File: src/rtl/multicycle_control.sv
// Moore control FSM for the multicycle MIPS-subset datapath: decodes opcode/funct and drives every mux select and write enable.
// Define CU_OVERFLOW_TRAP_EN to build the overflow/illegal-opcode exception path (EXCEPT, EXCEPT_WAIT, EXCEPT_JMP).
module multicycle_control #(
   parameter int unsigned MEM_WAIT        = 2,
   parameter logic [2:0]  TRAP_VECTOR_SEL = 3'd3
) (
   input  logic       clock,
   input  logic       reset,
   input  logic [5:0] opcode_i,
   input  logic [5:0] funct_i,
   input  logic       zero_i,
   input  logic       overflow_i,
   output logic [1:0] alu_src_a_o,
   output logic [2:0] alu_src_b_o,
   output logic [2:0] alu_op_o,
   output logic [2:0] pc_source_o,
   output logic       pc_write_o,
   output logic [2:0] iord_o,
   output logic       mem_wr_o,
   output logic       ir_write_o,
   output logic       mdr_write_o,
   output logic       write_reg_a_o,
   output logic       write_reg_b_o,
   output logic       aluout_write_o,
   output logic [3:0] mem_to_reg_o,
   output logic [1:0] reg_dst_o,
   output logic       reg_write_o,
   output logic       epc_write_o,
   output logic [4:0] state_out_o
);

   localparam int unsigned CNT_W = 4;
   localparam logic [CNT_W-1:0] WAIT_INIT = CNT_W'(MEM_WAIT);

   localparam logic [5:0] OP_RTYPE = 6'h00;
   localparam logic [5:0] OP_ADDI  = 6'h08;
   localparam logic [5:0] OP_LW    = 6'h23;
   localparam logic [5:0] OP_SW    = 6'h2b;
   localparam logic [5:0] OP_BEQ   = 6'h04;
   localparam logic [5:0] OP_BNE   = 6'h05;
   localparam logic [5:0] OP_J     = 6'h02;
   localparam logic [5:0] OP_JAL   = 6'h03;
   localparam logic [5:0] FN_ADD   = 6'h20;
   localparam logic [5:0] FN_SUB   = 6'h22;
   localparam logic [5:0] FN_AND   = 6'h24;

   typedef enum logic [4:0] {
      S_RESET       = 5'd0,
      S_FETCH       = 5'd1,
      S_FETCH_WAIT  = 5'd2,
      S_IR_LOAD     = 5'd3,
      S_DECODE      = 5'd4,
      S_EXEC_R      = 5'd5,
      S_WB_R        = 5'd6,
      S_EXEC_I      = 5'd7,
      S_WB_I        = 5'd8,
      S_ADDR        = 5'd9,
      S_MEM_RD      = 5'd10,
      S_MEM_WAIT    = 5'd11,
      S_WB_LD       = 5'd12,
      S_MEM_WR      = 5'd13,
      S_BRANCH      = 5'd14,
      S_JUMP        = 5'd15,
      S_JAL         = 5'd16,
      S_ILLEGAL     = 5'd17,
      S_EXCEPT      = 5'd18,
      S_EXCEPT_WAIT = 5'd19,
      S_EXCEPT_JMP  = 5'd20
   } state_t;

   typedef struct packed {
      logic [1:0] alu_src_a;
      logic [2:0] alu_src_b;
      logic [2:0] alu_op;
      logic [2:0] pc_source;
      logic       pc_write;
      logic [2:0] iord;
      logic       mem_wr;
      logic       ir_write;
      logic       mdr_write;
      logic       write_reg_a;
      logic       write_reg_b;
      logic       aluout_write;
      logic [3:0] mem_to_reg;
      logic [1:0] reg_dst;
      logic       reg_write;
      logic       epc_write;
      logic       br;
      logic       br_ne;
   } ctrl_t;

   state_t           state_q, state_d;
   logic [CNT_W-1:0] cnt_q, cnt_d;
   ctrl_t            ctrl_q, ctrl_d;
   logic             wait_done;
   logic             trap_ovf;

`ifdef CU_OVERFLOW_TRAP_EN
   localparam logic TRAP_EN = 1'b1;
   assign trap_ovf    = overflow_i;
   assign epc_write_o = ctrl_q.epc_write;
`else
   localparam logic TRAP_EN = 1'b0;
   logic unused_trap;
   assign trap_ovf    = 1'b0;
   assign epc_write_o = 1'b0;
   assign unused_trap = ^{overflow_i, TRAP_VECTOR_SEL, ctrl_q.epc_write};
`endif

   function automatic logic is_wait(state_t s);
      return (s == S_FETCH_WAIT) || (s == S_MEM_WAIT) || (s == S_EXCEPT_WAIT);
   endfunction

   // Per-state output decode; branch pc_write is finished combinationally with zero_i.
   function automatic ctrl_t ctrl_of(state_t s, logic [5:0] op, logic [5:0] fn);
      ctrl_t c;
      c = '0;
      case (s)
         S_RESET:   begin c.reg_write = 1'b1; c.reg_dst = 2'd1; c.mem_to_reg = 4'd5; end
         S_FETCH:   begin c.alu_src_b = 3'd1; c.alu_op = 3'd1; c.pc_write = 1'b1; end
         S_IR_LOAD: c.ir_write = 1'b1;
         S_DECODE:  begin
            c.write_reg_a  = 1'b1;
            c.write_reg_b  = 1'b1;
            c.aluout_write = 1'b1;
            c.alu_src_b    = 3'd3;
            c.alu_op       = 3'd1;
         end
         S_EXEC_R:  begin
            c.alu_src_a    = 2'd2;
            c.aluout_write = 1'b1;
            c.alu_op       = (fn == FN_SUB) ? 3'd2 : ((fn == FN_AND) ? 3'd3 : 3'd1);
         end
         S_WB_R:    begin c.reg_write = 1'b1; c.reg_dst = 2'd3; end
         S_EXEC_I, S_ADDR: begin
            c.alu_src_a    = 2'd2;
            c.alu_src_b    = 3'd2;
            c.alu_op       = 3'd1;
            c.aluout_write = 1'b1;
         end
         S_WB_I:    c.reg_write = 1'b1;
         S_MEM_RD:  c.iord = 3'd1;
         S_WB_LD:   begin c.mdr_write = 1'b1; c.reg_write = 1'b1; c.mem_to_reg = 4'd1; end
         S_MEM_WR:  begin c.iord = 3'd1; c.mem_wr = 1'b1; end
         S_BRANCH:  begin
            c.alu_src_a = 2'd2;
            c.alu_op    = 3'd2;
            c.pc_source = 3'd1;
            c.br        = 1'b1;
            c.br_ne     = (op == OP_BNE);
         end
         S_JUMP:    begin c.pc_source = 3'd2; c.pc_write = 1'b1; end
         S_JAL:     begin
            c.reg_write  = 1'b1;
            c.reg_dst    = 2'd2;
            c.mem_to_reg = 4'd2;
            c.pc_source  = 3'd2;
            c.pc_write   = 1'b1;
         end
`ifdef CU_OVERFLOW_TRAP_EN
         S_EXCEPT:  begin c.alu_src_b = 3'd1; c.alu_op = 3'd2; c.epc_write = 1'b1; c.iord = 3'd2; end
         S_EXCEPT_JMP: begin c.pc_source = TRAP_VECTOR_SEL; c.pc_write = 1'b1; end
`endif
         default:   ;
      endcase
      return c;
   endfunction

   assign wait_done = (cnt_q == CNT_W'(1));

   // Next-state and wait-counter logic.
   always_comb begin
      state_d = state_q;
      cnt_d   = cnt_q;
      case (state_q)
         S_RESET:      state_d = S_FETCH;
         S_FETCH:      state_d = S_FETCH_WAIT;
         S_FETCH_WAIT: if (wait_done) state_d = S_IR_LOAD;
         S_IR_LOAD:    state_d = S_DECODE;
         S_DECODE: begin
            case (opcode_i)
               OP_RTYPE:       state_d = ((funct_i == FN_ADD) || (funct_i == FN_SUB) || (funct_i == FN_AND))
                                         ? S_EXEC_R : S_ILLEGAL;
               OP_ADDI:        state_d = S_EXEC_I;
               OP_LW, OP_SW:   state_d = S_ADDR;
               OP_BEQ, OP_BNE: state_d = S_BRANCH;
               OP_J:           state_d = S_JUMP;
               OP_JAL:         state_d = S_JAL;
               default:        state_d = S_ILLEGAL;
            endcase
         end
         S_EXEC_R:     state_d = (trap_ovf && (funct_i != FN_AND)) ? S_EXCEPT : S_WB_R;
         S_EXEC_I:     state_d = trap_ovf ? S_EXCEPT : S_WB_I;
         S_ADDR:       state_d = (opcode_i == OP_LW) ? S_MEM_RD : S_MEM_WR;
         S_MEM_RD:     state_d = S_MEM_WAIT;
         S_MEM_WAIT:   if (wait_done) state_d = S_WB_LD;
         S_ILLEGAL:    state_d = TRAP_EN ? S_EXCEPT : S_FETCH;
`ifdef CU_OVERFLOW_TRAP_EN
         S_EXCEPT:      state_d = S_EXCEPT_WAIT;
         S_EXCEPT_WAIT: if (wait_done) state_d = S_EXCEPT_JMP;
`endif
         default:      state_d = S_FETCH;
      endcase
      if (is_wait(state_d) && (state_d != state_q)) begin
         cnt_d = WAIT_INIT;
      end else if (is_wait(state_q)) begin
         cnt_d = cnt_q - CNT_W'(1);
      end
   end

   assign ctrl_d = ctrl_of(state_d, opcode_i, funct_i);

   always_ff @(posedge clock or posedge reset) begin
      if (reset) begin
         state_q <= S_RESET;
         cnt_q   <= '0;
         ctrl_q  <= ctrl_of(S_RESET, 6'd0, 6'd0);
      end else begin
         state_q <= state_d;
         cnt_q   <= cnt_d;
         ctrl_q  <= ctrl_d;
      end
   end

   assign alu_src_a_o    = ctrl_q.alu_src_a;
   assign alu_src_b_o    = ctrl_q.alu_src_b;
   assign alu_op_o       = ctrl_q.alu_op;
   assign pc_source_o    = ctrl_q.pc_source;
   assign pc_write_o     = ctrl_q.pc_write | (ctrl_q.br & (zero_i ^ ctrl_q.br_ne));
   assign iord_o         = ctrl_q.iord;
   assign mem_wr_o       = ctrl_q.mem_wr;
   assign ir_write_o     = ctrl_q.ir_write;
   assign mdr_write_o    = ctrl_q.mdr_write;
   assign write_reg_a_o  = ctrl_q.write_reg_a;
   assign write_reg_b_o  = ctrl_q.write_reg_b;
   assign aluout_write_o = ctrl_q.aluout_write;
   assign mem_to_reg_o   = ctrl_q.mem_to_reg;
   assign reg_dst_o      = ctrl_q.reg_dst;
   assign reg_write_o    = ctrl_q.reg_write;
   assign state_out_o    = state_q;

endmodule

File: config.mk
export PLATFORM = sky130hd
export DESIGN_NAME = multicycle_control
export DESIGN_NICKNAME = d
export VERILOG_FILES = /design/src/rtl/multicycle_control.sv
export SDC_FILE = /design/constraint.sdc
export NUM_CORES = 1
export LEC_CHECK = 0
export CAP_MARGIN = 20
export CORE_MARGIN = 8
export CORE_UTILIZATION = 45
export CTS_BUF_LIST = sky130_fd_sc_hd__clkbuf_8
export CTS_CLUSTER_DIAMETER = 50
export DETAILED_ROUTE_END_ITERATION = 6
export GPL_ROUTABILITY_DRIVEN = 0
export HOLD_SLACK_MARGIN = 0.06
export PLACE_DENSITY = 0.76
export SYNTH_ARGS = -nofsm -noshare
export SYNTH_HDL_FRONTEND = slang
export SYNTH_SLANG_ARGS = --single-unit
File: constraint.sdc
create_clock -name clock -period 6.9 [get_ports clock]
set_input_delay 1.725 -clock clock [delete_from_list [all_inputs] [get_ports clock]]
set_output_delay 1.725 -clock clock [all_outputs]
set_load 0.01 [all_outputs]
* Yosys cells after proc, flatten, opt, wreduce, memory -nomap -nowiden
Index checks and enable logic that the tools add are counted.
** Storage, ports and cells
- Register bits after elaboration :: 39
- Input bits :: 16
- Output and inout port bits :: 34
- Logic and storage cells :: 107
** Cells by class
- Add/subtract/negate cells :: 1
- Eq/ne operators :: 39
- Multiplexer cells :: 25
- Bitwise logic cells :: 3
- Reductions and logical operators :: 20
** Operator list (number)
- equality test 5 x 4 -> 1 bit (second input constant) :: 11
- one-hot mux 5 bit (9 select lines) :: 1
- equality test 5 x 3 -> 1 bit (second input constant) :: 7
- equality test 6 bit (second input constant) :: 5
- one-hot mux 5 bit (6 select lines) :: 1
- equality test 5 x 2 -> 1 bit (second input constant) :: 4
- one-hot mux 2 bit (3 select lines) :: 3
- equality test 5 bit (second input constant) :: 3
- 2-to-1 mux 5 bit :: 3
- equality test 6 x 2 -> 1 bit (second input constant) :: 2
- equality test 6 x 3 -> 1 bit (second input constant) :: 2
- OR reduction 4 bit :: 3
- equality test 5 x 1 -> 1 bit (second input constant) :: 2
- 2-to-1 mux 2 bit :: 5
- OR reduction 2 bit :: 5
- one-hot mux 3 bit (3 select lines) :: 1
- 2-to-1 mux 4 bit :: 2
- 2-to-1 mux 1 bit :: 7
- equality test 6 x 4 -> 1 bit (second input constant) :: 1
- zero test 6 bit :: 1
- logical OR 1 bit :: 6
- zero test 5 bit :: 1
- != test 5 bit :: 1
- OR reduction 5 bit :: 1
- other kinds (10) :: 10

* Longest topological paths before layout
Gate-level depths: netlist (run 1).
- Depth after elaboration :: 11
- Gate-level depth with buffers :: 10
- Depth with buffers taken out :: 8

* Least setup slack after synthesis (run 1)
No wires, ideal clock.
- Kind :: input to output
- Start point :: input port zero_i
- End point :: output port pc_write_o
- Arrival time :: 2048 ps
- Data required time :: 5175 ps
- Slack :: 3127 ps
- Stages on the path :: 2
- Path buffers :: 0
- Cell sequence :: xor2_1 -> a21o_1
** Between the ends
- Word-level cells in the longest chain between the ends :: 3
** RTL lines
- from (decl) :: line 11 : input logic zero_i,
- bitwise XOR 1 bit :: line 229 : assign pc_write_o = ctrl_q.pc_write | (ctrl_q.br & (zero_i ^ ctrl_q.br_ne));
- AND 1 bit :: line 229
- bitwise OR 1 bit :: line 229
- to (decl) :: line 17 : output logic pc_write_o,
No other way between the ends.

* Final worst setup path (run 1)
Ends and elaborated chain as after synthesis.

==> summary.md, run 1 <==
| Metric | Value |
|---|---|
| Post_cts resized | 0 |
| Critical path class | in2out |
| Gr ovfl total | 0 |
| Pin count of the biggest net entering global routing | 31 |
| Biggest area consumer among synthesized cells | dfrtp_1 |
| Initial antenna violation count | 0 |
| Static Leak | 1.01 nW |
| Finished Layout Cells | 270 |
| Clock Sink Count | 30 |
| Crit path cell chain | clkdlybuf4s50_1 > xor2_1 > a21o_1 > clkdlybuf4s50_1 |
| Total CTS buffers | 5 |
| Crit path buffers/inverters | 2 |
| Most frequent cell after synthesis | dfrtp_1 |
| Final #Nets | approximately 240 |
| Max-slew headroom | 0.471 |
| GRT Overall Usage | 0.113 |
| Synth Flop Type | dfrtp_1 |
| IO Pins | 50 |
| Drt initial violations | just under 50 |
| Setup ws final | 2.19 ns |
| Max-cap violations | 0 |
| Startpoint types | input port |
| FP Rows | 23 |
| Pins Over Slew Limit | 0 |
| Worst Tran Pin Value | 0.782 ns |
| WP data arrival | 2.98 ns |
| Syn_area_per_cell | ~9.5 um2 |
| CP Max Fanout | 1 |
| Synth cell types | 47 |
| Port buffer count | 40 |
| Syn Std Cell Area | 1870 um2 |
| Die Ht | 80.5 um |
| Placement Setup Slack | 2.19 ns |
| Kind of cell adding the most delay to the critical path | buffers and inverters |
| Worst hold slack | 0.540 ns |
| Remaining DRCs | 0 |
| Worst skew pair latency | 0.28 ns |
| Seq cells post-synth | 30 |
| Largest stage delay, worst path | 0.52 ns |
| Post-DP HPWL | 2.76 mm |
| Final ANT Viol Nets | 0 |
| CP max-delay cell | clkdlybuf4s50_1 |
| Worst VDD drop | 0.000137 V |
| Final min period | around 4.7 ns |
| Vias per cell | 5.19 |
| Post-Route WL | 3.60 mm |
| CORE AREA | 4000 um2 |
| Fin Setup TNS | 0 ns |
| Via count | 1402 |
| CTS root buffer | clkbuf_8 |
| CTS tree | yes |
| CP required | 5.18 ns |
| Placed insts | 261 |
| Ranking of synthesized cells by area | dfrtp_1, buf_4, dfstp_2, xor2_1, o21ai_0 |
| Synth top cells by count | dfrtp_1, buf_4, inv_1, nor2_1, o21ai_0 |
| N_diodes | 0 |
| Full die area | 6490 um2 |
| Worst-path clk slew | 0.06 ns |
| Vias in the first global route | 1262 |
| RSZ-0062 raised after global routing | false |
| Hold-fix buffers, CTS | 0 |
| Die W | roughly 81 um |
| Fmax | 212 MHz |
| Final Hold Fails | 0 |
| Drt first pass iters | 5 |
| Initial Util | 0.469 |
| Clk buf depth | 2 |
| P per Cell Area | between 300 and 400 nW/um2 |
| Fin crit share | 0.682 |
| Worst Skew | 0.00474 ns |
| Status | finished, final reports clean |
| H-tree Lvls | 2 |
| Post-synth EDFFs | 0 |
| Yosys top cell area share | 0.347 |
| Worst hold path type | reg2reg |
| DR WL/cell | between 10 and 15 um |
| Sequential area share after synthesis | 0.403 |
| CP dominant cell by count | clkdlybuf4s50_1 |
| Cells after synthesis | just under 200 |
| Synth-to-Final Area Change | 19.7% |
| Final setup violation count | 0 |
| Async S/R FF share, synth | 1.00 |
| First-pass GRT wire length | between 5 and 6 mm |
| Yosys Warn Count | 0 |
| CP endpoint kind | output pin |
| # Post-CTS Setup Buffers | 0 |
| Fillcell total | 374 |
| Fraction of layout instances using a drive strength above 1 | 0.114 |
## layout make-up
| cell class | count | area [um2] | share of cell area |
|---|---|---|---|
| well taps | 50 | 62.6 | 0.0279 |
| flip-flops and latches | 30 | 756 | 0.337 |
| inverters | 14 | 52.6 | 0.0234 |
| clock inverters | 2 | 8.76 | 0.00390 |
| multi-input cells | 127 | 853 | 0.380 |
| clock buffers | 6 | 82.6 | 0.0368 |
| repair buffers | 41 | 428 | 0.191 |
## cells by family after synthesis
group / count (synthesis) / synth area share
AOI/OAI and AO/OA: 36 / 0.134
xor gates and xnor gates: 8 / 0.0374
and+or+nand+nor: 68 / 0.232
DFF: 30 / 0.403
other: 1 / 0.00200
adders and majority gates: 2 / 0.0133
buffers and inverters: 49 / 0.158
muxes: 4 / 0.0214
## path summary, 6_finish.rpt
path	startpoint	endpoint	slack, ns	cells after the start
max in group asynchronous	reset	reg_dst_o[0]	4.63	3
min reg2reg	cnt_q[3]	cnt_q[3]	0.54	2
max reg2reg	state_out_o[0]	reg_dst_o[1]	4.41	6
min	cnt_q[3]	cnt_q[3]	0.54	2
max	zero_i	pc_write_o	2.19	4
min in group asynchronous	reset	cnt_q[1]	1.75	2
## flip-flops by register name (all words and copies together) (netlist names)
register	cells
mdr_write_o	1
ir_write_o	1
mem_wr_o	1
write_reg_a_o	1
cnt_q	4
alu_op_o	2
reg_write_o	1
pc_source_o	2
state_out_o	5
iord_o	1
mem_to_reg_o	3
alu_src_b_o	2
ctrl_q	2
alu_src_a_o	1
aluout_write_o	1
reg_dst_o	2
## routing by layer
metal | vias to the layer above | track usage | wire (um)
met4 | 0 | 0.0600 | 73
li1 | 685 | - | -
met5 | - | 0 | 0
met3 | 6 | 0.0279 | 256
met2 | 48 | 0.176 | 1650
met1 | 663 | 0.141 | 1630
## metrics by stage
stage                     cell area (um2)  power [mW]   util
final                                2240       0.810  0.561
after global routing                 2240       0.872  0.561
after CTS                            2220       0.814  0.554
after detailed placement             2120       0.672  0.531
after global placement               2120       0.666  0.531
after floorplan                      1900       0.582      -
## placed cells by master, fill, tap and decap left out, drive strengths merged, types with 3 or more instances in the layout
master,count
nand2b,3
nand2,10
nor2,11
a31oi,4
nand3,5
o21ai,12
nor3,6
mux2i,4
xor2,7
dfrtp,26
conb,9
or3b,3
clkdlybuf4s50,40
nand3b,4
inv,15
dfstp,4
or2,4
nand4,4
a211oi,5
and2,4
clkbuf,6
a21oi,7
## power breakdown
part           internal (mW)  total [mW]  switching (mW)
Clock                 0.0787       0.138          0.0597
Sequential             0.228       0.284          0.0561
Combinational          0.193       0.388           0.195
Total                  0.499       0.810           0.311
## worst min-delay path, stage by stage (launching register included)
cell and delay (ns):
dfrtp_1 0.36, xor2_1 0.07, nor2_1 0.08
No activity file was read; power rests on OpenSTA's default activity.
==> run 2: changes to the inputs <==
clock period = 4.7 ns   (was 6.9 ns; I/O delays follow)
==> summary.md, run 2 (same netlist as run 1, synthesis figures left out) <==
| Metric | Value |
|---|---|
| Status | finished, final reports clean |
| N_diodes | 0 (unchanged) |
| Reg2reg setup slack | 2.21 ns (-2.20 ns) |
| Critical hold path startpoint | cnt_q[3] |
| Final Total Pwr | 1.20 mW (+48%) |
| Via count | 1371 (-2.2%) |
| Switching portion of total power | 0.387 (+0.00319) |
| Full die area | 6490 um2 (unchanged) |
| CTS root buffer | clkbuf_8 |
| WP data arrival | 2.44 ns (-0.54 ns) |
| Internal power | 0.733 mW (+47%) |
| IO Pins | 50 (unchanged) |
| Fmax | roughly 280 MHz |
| Final Hold Fails | 0 (unchanged) |
| Most common cell after layout, fill and taps aside | clkdlybuf4s50_1 |
| Setup crit start | zero_i |
| H-tree Lvls | 2 (unchanged) |
| Hold-fix buffers, CTS | 0 (unchanged) |
| Worst-path clk slew | 0.06 ns (about the same) |
| Pins Over Slew Limit | 0 (unchanged) |
| Fin Setup TNS | 0 ns (unchanged) |
| Largest stage delay, worst path | 0.52 ns (about the same) |
| Worst hold path type | reg2reg |
| Final #Nets | 237 (unchanged) |
| Worst VDD drop | 0.000182 V (+33%) |
| CP Max Fanout | 1 (unchanged) |
| CTS tree | yes |
| Max reg flops | 5 (unchanged) |
| R2r startpoint | state_out_o[0] |
| Flop pwr share | 0.350 (about the same) |
| Fin crit share | 0.769 |
| Worst Skew | 0.00968 ns (+0.00494 ns) |
| Reg2reg path depth | 6 (unchanged) |
| CP dominant cell by count | clkdlybuf4s50_1 |
| First-pass GRT wire length | 5.79 mm (-0.70%) |
| Comb pwr share | 0.478 (about the same) |
| Crit path cell chain | clkdlybuf4s50_1 > xor2_1 > a21o_1 > clkdlybuf4s50_1 |
| CORE AREA | 4000 um2 (unchanged) |
| Reg2reg end | reg_dst_o[1] |
| Initial Util | 0.469 (unchanged) |
| Static Leak | 1.01 nW (unchanged) |
| Fraction of layout instances using a drive strength above 1 | 0.114 (unchanged) |
| Final min period | ~3.6 ns |
| GRT Overall Usage | 0.115 (+0.00201) |
| # Post-CTS Setup Buffers | 0 (unchanged) |
| Clock Sink Count | 30 (unchanged) |
| CP endpoint kind | output pin |
| FP Rows | 23 (unchanged) |
| Clock Power Share | 0.172 (about the same) |
| Reg area | 756 um2 (unchanged) |
| Post-DP HPWL | 2.77 mm (+0.32%) |
| Clk buf depth | 2 (unchanged) |
| Critical Path Sink | pc_write_o |
| Post_cts resized | 0 (unchanged) |
| Startpoint types | input port |
| Total CTS buffers | 5 (unchanged) |
| Net Switching | 0.463 mW (+49%) |
| Remaining DRCs | 0 (unchanged) |
| Placed Area | 2120 um2 (unchanged) |
| Gr ovfl total | 0 (unchanged) |
| Die W | 80.5 um (unchanged) |
| Drt first pass iters | 5 (unchanged) |
| RSZ-0062 raised after global routing | false |
| Critical path class | in2out |
| Worst skew pair latency | 0.28 ns (about the same) |
| Vias in the first global route | 1258 (-0.32%) |
| Cell area after layout | 2240 um2 (unchanged) |
| P per Cell Area | 533 nW/um2 (+48%) |
| Final ANT Viol Nets | 0 (unchanged) |
| Pin count of the biggest net entering global routing | 31 (unchanged) |
| DR WL/cell | 13.6 um (+2.0%) |
| Initial antenna violation count | 0 (unchanged) |
| CP required | 3.52 ns (-1.66 ns) |
| Drt initial violations | 36 (-27%) |
| Final setup violation count | 0 (unchanged) |
| Max-cap violations | 0 (unchanged) |
| CP max-delay cell | clkdlybuf4s50_1 |
| Post-Route WL | 3.68 mm (+2.0%) |
| Max-slew headroom | 0.492 (+0.0206) |
| Worst Tran Pin Value | 0.752 ns (-0.0305 ns) |
| Most frequent cells in the layout | clkdlybuf4s50_1, dfrtp_1, inv_1 |
| Die Ht | 80.5 um (unchanged) |
| Multi-input logic area | 853 um2 (unchanged) |
| Fillcell total | 381 (+1.9%) |
| Port buffer count | 40 (unchanged) |
| Vias per cell | 5.08 (-2.2%) |
| Synth-to-Final Area Change | 19.7% (unchanged) |
## run 2: worst min-delay path by stage
stage                to  cells past startpoint
2_1_floorplan  cnt_q[3]                      2
3_3_place_gp   cnt_q[3]                      2
3_5_place_dp   cnt_q[3]                      2
4_1_cts        cnt_q[3]                      2
5_1_grt        cnt_q[3]                      2
6_report       cnt_q[3]                      2
## run 2: per-stage QoR
step	utilization	worst slack, ns	cells	hold slack (ns)
after detailed placement	0.531	1.09	261	0.540
after floorplan	-	1.84	206	0.498
after global placement	0.531	1.09	261	0.516
after global routing	0.561	1.06	270	0.570
final	0.561	1.09	270	0.548
after CTS	0.554	1.08	269	0.550
## run 2: cell type report
cell class              count  area share
clock buffers               6      0.0368
clock inverters             2     0.00390
inverters                  14      0.0234
multi-input cells         127       0.380
flip-flops and latches     30       0.337
well taps                  50      0.0279
repair buffers             41       0.191
## run 2: metal layers
| metal | vias up | GRT usage | wire length, um | part of all wire |
|---|---|---|---|---|
| li1 | 685 | - | - | - |
| met5 | - | 0 | 0 | 0 |
| met3 | 5 | 0.0301 | 204 | 0.056 |
| met1 | 636 | 0.143 | 1740 | 0.47 |
| met4 | 0 | 0.0709 | 87 | 0.024 |
| met2 | 45 | 0.173 | 1640 | 0.45 |
## run 2: power groups by stage
stage,registers [mW],logic (mW),clock network [mW]
finish,0.418,0.572,0.206
global route,0.432,0.630,0.221
CTS,0.417,0.569,0.212
detailed placement,0.421,0.566,0
global placement,0.421,0.558,0
floorplan,0.388,0.466,0
## run 2: worst max-delay path, delay by kind of cell
| family | cells | cell delay (ns) |
|---|---|---|
| AOI/OAI and AO/OA | 1 | 0.12 |
| xor gates and xnor gates | 1 | 0.14 |
| buffers and inverters | 2 | 0.99 |
==> run 3: changes to the inputs <==
clock period = 3.6 ns   (was 4.7 ns; I/O delays follow)
==> summary.md, run 3 (same netlist as run 1, synthesis figures left out) <==
| Metric | Value |
|---|---|
| Status | finished, final reports clean |
| Vias in the first global route | 1330 (+5.7%) |
| N_diodes | 0 (unchanged) |
| Drt first pass iters | 4 (-1) |
| Startpoint types | input port |
| Hold-fix buffers, CTS | 0 (unchanged) |
| CP dominant cell by count | clkdlybuf4s50_1 |
| WHS Path Cells | 2 (unchanged) |
| CTS root buffer | clkbuf_8 |
| Fin Setup TNS | 0 ns (unchanged) |
| CORE AREA | 4000 um2 (unchanged) |
| Initial antenna violation count | 0 (unchanged) |
| CP Max Fanout | 1 (unchanged) |
| CP max-delay cell | clkdlybuf4s50_1 |
| Post-Route WL | 3.54 mm (-3.6%) |
| Hold EP | cnt_q[3] |
| First-pass GRT wire length | 6.01 mm (+3.8%) |
| Met2 Use GR | 0.180 (+0.00722) |
| Worst VDD drop | 0.000272 V (+49%) |
| Worst Tran Pin Value | 0.754 ns (+0.00222 ns) |
| Most frequent cells in the layout | clkdlybuf4s50_1, dfrtp_1, inv_1 |
| R2r startpoint | state_out_o[0] |
| Fmax | 327 MHz |
| Max-cap violations | 0 (unchanged) |
| FP Rows | 23 (unchanged) |
| Worst Skew | 0.00556 ns (-0.00412 ns) |
| CP required | 2.70 ns (-0.82 ns) |
| Vias per cell | 5.08 (about the same) |
| Drt initial violations | 96 (+170%) |
| Total CTS buffers | 5 (unchanged) |
| Max reg flops | 5 (unchanged) |
| Grt peak-use layer | met2 |
| Worst-path clk slew | 0.06 ns (about the same) |
| Worst skew pair latency | 0.28 ns (about the same) |
| IO Pins | 50 (unchanged) |
| Gr ovfl total | 0 (unchanged) |
| Reg2reg end | reg_dst_o[1] |
| WP data arrival | 2.16 ns (-0.28 ns) |
| Final Hold Fails | 0 (unchanged) |
| Clk buf depth | 2 (unchanged) |
| Initial Util | 0.469 (unchanged) |
| Critical path class | in2out |
| Met3 Use GR | 0.0335 (+0.00335) |
| CP endpoint kind | output pin |
| CTS tree | yes |
| Setup crit start | zero_i |
| Final ANT Viol Nets | 0 (unchanged) |
| Fin crit share | 0.850 |
| GRT Overall Usage | 0.118 (+0.00260) |
| P per Cell Area | 680 nW/um2 (+28%) |
| Final setup violation count | 0 (unchanged) |
| DR WL/cell | 13.0 um (-4.7%) |
| Kind of cell adding the most delay to the critical path | buffers and inverters |
| M1 GR Usage | 0.142 (-0.00114) |
| Reg2reg path depth | 6 (unchanged) |
| Pins Over Slew Limit | 0 (unchanged) |
| Worst hold path type | reg2reg |
| # Post-CTS Setup Buffers | 0 (unchanged) |
| H-tree Lvls | 2 (unchanged) |
| Largest stage delay, worst path | 0.52 ns (about the same) |
| Crit path buffers/inverters | 2 (unchanged) |
| Clock Sink Count | 30 (unchanged) |
| Die W | 80.5 um (unchanged) |
| Reg2reg setup slack | 1.18 ns (-1.03 ns) |
| Finished Layout Cells | 273 (+1.1%) |
| Remaining DRCs | 0 (unchanged) |
| Port buffer count | 40 (unchanged) |
| Post_cts resized | 0 (unchanged) |
| Die Ht | 80.5 um (unchanged) |
| Synth-to-Final Area Change | 19.4% |
| Full die area | 6490 um2 (unchanged) |
| Fillcell total | 388 (+1.8%) |
| Post-DP HPWL | 2.74 mm (-1.1%) |
| Static Leak | 1.01 nW (+0.61%) |
| Fraction of layout instances using a drive strength above 1 | 0.121 (+0.00744) |
| Max-slew headroom | 0.490 (-0.00150) |
| Pin count of the biggest net entering global routing | 31 (unchanged) |
| Placed insts | 266 (+1.9%) |
| Critical hold path startpoint | cnt_q[3] |
| RSZ-0062 raised after global routing | false |
| Final min period | 3.06 ns |
| Crit path cell chain | clkdlybuf4s50_1 > xor2_1 > a21o_1 > clkdlybuf4s50_1 |
| Final #Nets | 241 (+1.7%) |
| Via count | 1386 (+1.1%) |
| Most common cell after layout, fill and taps aside | clkdlybuf4s50_1 |
==> run 3: worst max path at each step <==
stage	slack, ns	cells after the start	end
final	0.54	4	pc_write_o
after global routing	0.50	7	alu_src_a_o[1]
after CTS	0.53	4	pc_write_o
after detailed placement	0.33	7	alu_src_a_o[1]
after global placement	0.32	7	alu_src_a_o[1]
after floorplan	1.02	7	alu_src_a_o[1]
==> run 3: area by class of cell <==
type,instances,area (um2),share of cell area
flip-flops and latches,30,756,0.338
inverters,14,52.6,0.0235
repair buffers,45,438,0.196
clock inverters,2,7.51,0.00335
multi-input cells,127,853,0.381
clock buffers,5,68.8,0.0307
well taps,50,62.6,0.0279
==> run 3: per-layer routing <==
layer  vias to the layer above  part of all wire
met5                         -                 0
met4                         0             0.021
met3                         6             0.072
met2                        41              0.46
met1                       637              0.44
li1                        702                 -
==> run 3: through the flow <==
step                setup WS [ns]  hold WS [ns]  utilization  total power, mW  cell area, um2
floorplan                    1.02         0.498            -             1.11            1900
global placement            0.316         0.513        0.541             1.29            2160
detailed placement          0.326         0.525        0.541             1.30            2160
CTS                         0.535         0.541        0.560             1.54            2240
global route                0.501         0.603        0.560             1.65            2240
finish                      0.540         0.542        0.560             1.52            2240
==> run 3: power by group <==
part           internal, mW  switching, mW  leakage [nW]
clock network         0.127          0.107        0.0466
registers             0.438          0.109         0.385
logic                 0.376          0.367         0.583
==> run 3: worst min-delay path, cell delays in order, from the launching register on <==
cell     delay, ns
dfrtp_1       0.36
xor2_1        0.07
nor2_1        0.07
